**src/rtl/fd_pipe_queue.sv**
```systemverilog
// Fetch-to-decode circular queue carrying {arm, instr, payload} with a valid/ready handshake.
// Optional FD_BUBBLE_NOP_EN: drive a mode-matched NOP on instr_d whenever valid_d is low.
module fd_pipe_queue #(
  parameter  int DATA_W  = 64,
  parameter  int INSTR_W = 32,
  parameter  int DEPTH   = 2,
  localparam int CNT_W   = $clog2(DEPTH) + 1
) (
  input  logic               clk,
  input  logic               rst_n,
  input  logic               valid_f,
  input  logic [INSTR_W-1:0] instr_f,
  input  logic               arm_f,
  input  logic [DATA_W-1:0]  payload_f,
  output logic               ready_f,
  input  logic               stall_d,
  input  logic               flush_d,
  output logic               valid_d,
  output logic [INSTR_W-1:0] instr_d,
  output logic               arm_d,
  output logic [DATA_W-1:0]  payload_d,
  output logic [CNT_W-1:0]   count
);

  localparam int PTR_W = $clog2(DEPTH);

  logic [INSTR_W-1:0] r_instr   [DEPTH];
  logic               r_arm     [DEPTH];
  logic [DATA_W-1:0]  r_payload [DEPTH];
  logic [PTR_W-1:0]   r_wptr;
  logic [PTR_W-1:0]   r_rptr;
  logic [CNT_W-1:0]   r_count;
  logic               w_enq;
  logic               w_deq;
  logic               w_valid;
  logic               w_ready;

  assign w_ready = (r_count != CNT_W'(DEPTH));
  assign w_valid = (r_count != '0);
  assign w_enq   = valid_f & w_ready;
  assign w_deq   = w_valid & ~stall_d;

  always_ff @(posedge clk or negedge rst_n) begin
    if (!rst_n) begin
      r_wptr  <= '0;
      r_rptr  <= '0;
      r_count <= '0;
      for (int unsigned i = 0; i < DEPTH; i++) begin
        r_instr[i]   <= '0;
        r_arm[i]     <= 1'b0;
        r_payload[i] <= '0;
      end
    end else if (flush_d) begin
      r_wptr  <= '0;
      r_rptr  <= '0;
      r_count <= '0;
    end else begin
      if (w_enq) begin
        r_instr[r_wptr]   <= instr_f;
        r_arm[r_wptr]     <= arm_f;
        r_payload[r_wptr] <= payload_f;
        r_wptr            <= r_wptr + PTR_W'(1);
      end
      if (w_deq) r_rptr <= r_rptr + PTR_W'(1);
      case ({w_enq, w_deq})
        2'b10:   r_count <= r_count + CNT_W'(1);
        2'b01:   r_count <= r_count - CNT_W'(1);
        default: r_count <= r_count;
      endcase
    end
  end

`ifdef FD_BUBBLE_NOP_EN
  // Mode of the last head that left the queue (dequeued or flushed out) selects the bubble NOP.
  logic r_last_arm;

  always_ff @(posedge clk or negedge rst_n) begin
    if (!rst_n)
      r_last_arm <= 1'b0;
    else if ((flush_d | w_deq) & w_valid)
      r_last_arm <= r_arm[r_rptr];
  end

  always_comb begin
    payload_d = r_payload[r_rptr];
    arm_d     = r_last_arm;
    instr_d   = r_last_arm ? INSTR_W'(32'hE1A0_0000) : INSTR_W'(32'h0000_0013);
    if (w_valid) begin
      arm_d   = r_arm[r_rptr];
      instr_d = r_instr[r_rptr];
    end
  end
`else
  always_comb begin
    instr_d   = r_instr[r_rptr];
    arm_d     = r_arm[r_rptr];
    payload_d = r_payload[r_rptr];
  end
`endif

  assign ready_f = w_ready;
  assign valid_d = w_valid;
  assign count   = r_count;

endmodule

```
**config.mk**
```make
export PLATFORM = sky130hd
export DESIGN_NAME = fd_pipe_queue
export DESIGN_NICKNAME = d
export VERILOG_FILES = /design/src/rtl/fd_pipe_queue.sv
export SDC_FILE = /design/constraint.sdc
export NUM_CORES = 1
export LEC_CHECK = 0
export CAP_MARGIN = 20
export CORE_MARGIN = 2
export CORE_UTILIZATION = 47
export CTS_BUF_LIST = sky130_fd_sc_hd__clkbuf_4 sky130_fd_sc_hd__clkbuf_8
export DETAILED_ROUTE_END_ITERATION = 7
export PLACE_DENSITY = 0.79
export SLEW_MARGIN = 15
export SYNTH_ARGS = -nofsm -noshare
export SYNTH_HDL_FRONTEND = slang
export SYNTH_SLANG_ARGS = --single-unit
```
**constraint.sdc**
```tcl
create_clock -name clk -period 2 [get_ports clk]
set_input_delay 0.6 -clock clk [delete_from_list [all_inputs] [get_ports clk]]
set_output_delay 0.6 -clock clk [all_outputs]
set_load 0.05 [all_outputs]
```
==> impl_metrics.py <==
metrics = {
    "flow_run": {
        "maxCapViolCount": 0,
    },
    "global_route": {
        "grt_first_pass_wirelength_um": 32200,
        "grt_pass1_vias": 6032,
        "antenna_found_initial": 0,
        "grt.overflow.total": 0,
        "track_usage_pct": 21.1,
        "grt_max_degree": 50,
    },
    "sta": {
        "report.final.setup_viol": 97,
        "finalHoldViolCount": 0,
        "post-route-period-util_pct": 119,
        "fmaxAchievable_mhz": 421,
        "fin_ws_ps": -377,
        "slew_viol_final": 0,
        "hold_slack_ps": 34.9,
        "finalSetupTns_ps": -33770,
        "worst_slew_pin_slew_ps": 313,
        "skew_ps": 14.9,
        "grt_setup_unrepaired": "true",
        "layout_min_cycle_time_ps": 2380,
        "slew_headroom_pct": 79.2,
    },
    "floorplanning": {
        "die_width_um": 139,
        "die-height_um": 139,
        "floorplan.initialDensity_pct": 47.7,
        "core_area_mm2": 0.0179,
        "die_area_mm2": 0.0193,
        "num_rows": 49,
        "ios": 203,
    },
    "cells_and_area": {
        "syn_to_final_growth_pct": 41.6,
        "post-route-util_pct": 67.6,
        "layout_commonest_cell": "mux2_2",
        "stdcell_area_mm2": 0.0121,
        "n_antenna_cell": 0,
        "final_cell_mix": "218 x mux2_2, 195 x dfrtp_1, 100 x clkdlybuf4s50_1",
        "final_nets": 886,
        "final_layout_size_suffix_gt1_share_pct": 57.0,
        "fillCellCount": 1247,
        "stdcell_count": 1026,
    },
    "clock_network": {
        "cts-hold-fix-buffers": 0,
        "cts_tree": "built",
        "clk_pin_slew_ps": 90,
        "cts_sinks": 198,
        "ctsHtreeMaxLevel": 4,
        "insertion_delay_ps": 470,
        "cts_made_buffers": 17,
        "max-clock-path-buffers": 2,
        "cts-root-buf": "clkbuf_8",
    },
    "yosys": {
        "synth.area.top_cells": "dfrtp_1 58%, mux2_2 34%, mux2_1 4.0%, buf_2 0.82%, buf_4 0.62%",
        "synth_top_area_cell": "dfrtp_1",
        "synth_top_cell_area_share_pct": 58.0,
        "yosysSeqAreaShare_pct": 58.0,
        "syn_nets": 646,
        "syn_avg_cell_area_um2": 15.7,
        "yosysUniqueCellTypes": 21,
        "ys_ff_latch": 198,
        "syn_area_mm2": 0.00854,
        "yosysWarnings": 0,
        "syn_inst": 544,
    },
    "run_status": {
        "outcome": "finished, violations left",
        "violations": "setup timing",
    },
    "power": {
        "p_leak_nw": 5.33,
        "clkPwrFrac_pct": 19.0,
        "pwr-share-comb_pct": 39.9,
        "pwr-share-seq_pct": 41.1,
        "ir_worst_vdd_mv": 0.720,
        "finalPower_mw": 13.3,
        "p_switching_mw": 4.73,
        "p_sw_share_pct": 35.6,
        "p_int_mw": 8.55,
        "power_density_mw_per_mm2": 1100,
    },
    "place": {
        "place_area_mm2": 0.0110,
        "port_buffers": 202,
        "dp_hpwl_um": 13400,
        "place_inst": 977,
        "gp_congestion": 0.808,
        "pre_cts_slack_ps": -399,
    },
    "route": {
        "drc_errors": 0,
        "post_drt_wl_per_cell_um": 19.8,
        "final_antenna_net_count": 0,
        "viasPerCell": 5.26,
        "drt-total-wl_um": 20300,
        "drt_iter0_drc": 148,
        "dr.pass1.iters": 6,
        "vias": 5399,
    },
    "setup_path": {
        "cp.arrival_ps": 1780,
        "critical_path_required_ps": 1400,
        "path_max_fanout": 13,
        "critPathLaunchType": "register",
        "path_class": "register to primary output",
        "crit_path_end_kind": "primary output",
    },
    "min_path": {
        "holdCritPathClass": "input port to async pin",
    },
}
-- power groups by stage --
stage	Sequential, mW	Combinational, mW	Clock (mW)
after floorplan	5.35	3.51	0
after global placement	5.44	4.68	0
after detailed placement	5.53	4.78	0
after CTS	5.45	5.26	2.60
after global routing	5.59	5.54	2.81
final	5.46	5.29	2.53
-- layer usage --
| layer | wire, um | GRT usage [%] |
|---|---|---|
| met5 | 0 | 0 |
| met4 | 397 | 6.17 |
| met3 | 1160 | 6.70 |
| met2 | 10100 | 34.9 |
| met1 | 8630 | 26.8 |
-- Yosys cell counts, drive strengths merged --
library cell / n
mux2: 291
dfrtp: 198
buf: 21
clkbuf: 10
a21oi: 3
inv: 3
nand2b: 3
o21ai: 3
nand3: 2
or3: 2
a21o: 1
a31oi: 1
and3b: 1
nand2: 1
nand4b: 1
nor2: 1
nor2b: 1
nor4: 1
-- area by class of cell --
cell class	instances	area, um2	area share, %
sequential	198	4960	41.0
multi-input combinational	312	3590	29.7
timing repair buffer	252	2850	23.6
tap	229	287	2.37
clock buffer	20	269	2.22
clock inverter	12	124	1.02
inverter	3	15.0	0.124
-- sequential cells by signal, indices dropped and copies added, names as in the netlist --
signal / count
r_payload: 128
count: 2
r_instr: 64
r_arm: 2
r_wptr: 1
r_rptr: 1
-- final timing paths --
kind,startpoint,slack (ps),cells past startpoint,to
max,r_rptr,-380,4,instr_d[21]
min,rst_n,30,1,r_instr[7]
max reg2reg,count[1],40,7,r_instr[57]
min reg2reg,r_payload[110],490,1,r_payload[110]
max in group asynchronous,rst_n,1360,2,r_instr[47]
min in group clk,r_payload[110],490,1,r_payload[110]
-- worst max-delay path: stages (launching register included) --
cell and delay [ps]:
dfrtp_4 520, buf_12 160, buf_16 160, mux2_4 310
buf_6 160
-- what timing repair did --
item                       4_1_cts  5_1_grt
buffers inserted                 9        1
cloned                           2        5
setup endpoints to repair       99       99
gates resized for setup        107       10
-- cell families (layout without fill, tap and decap cells) --
logic type	after synthesis	count (layout)	share of synthesized area [%]
AO/OA/AOI/OAI	8	8	0.513
buffers and inverters	34	287	2.01
flip-flops	198	198	58.0
multiplexers	291	291	38.4
AND/OR/NAND/NOR	13	13	1.13
(Power assumes the default switching activity.)
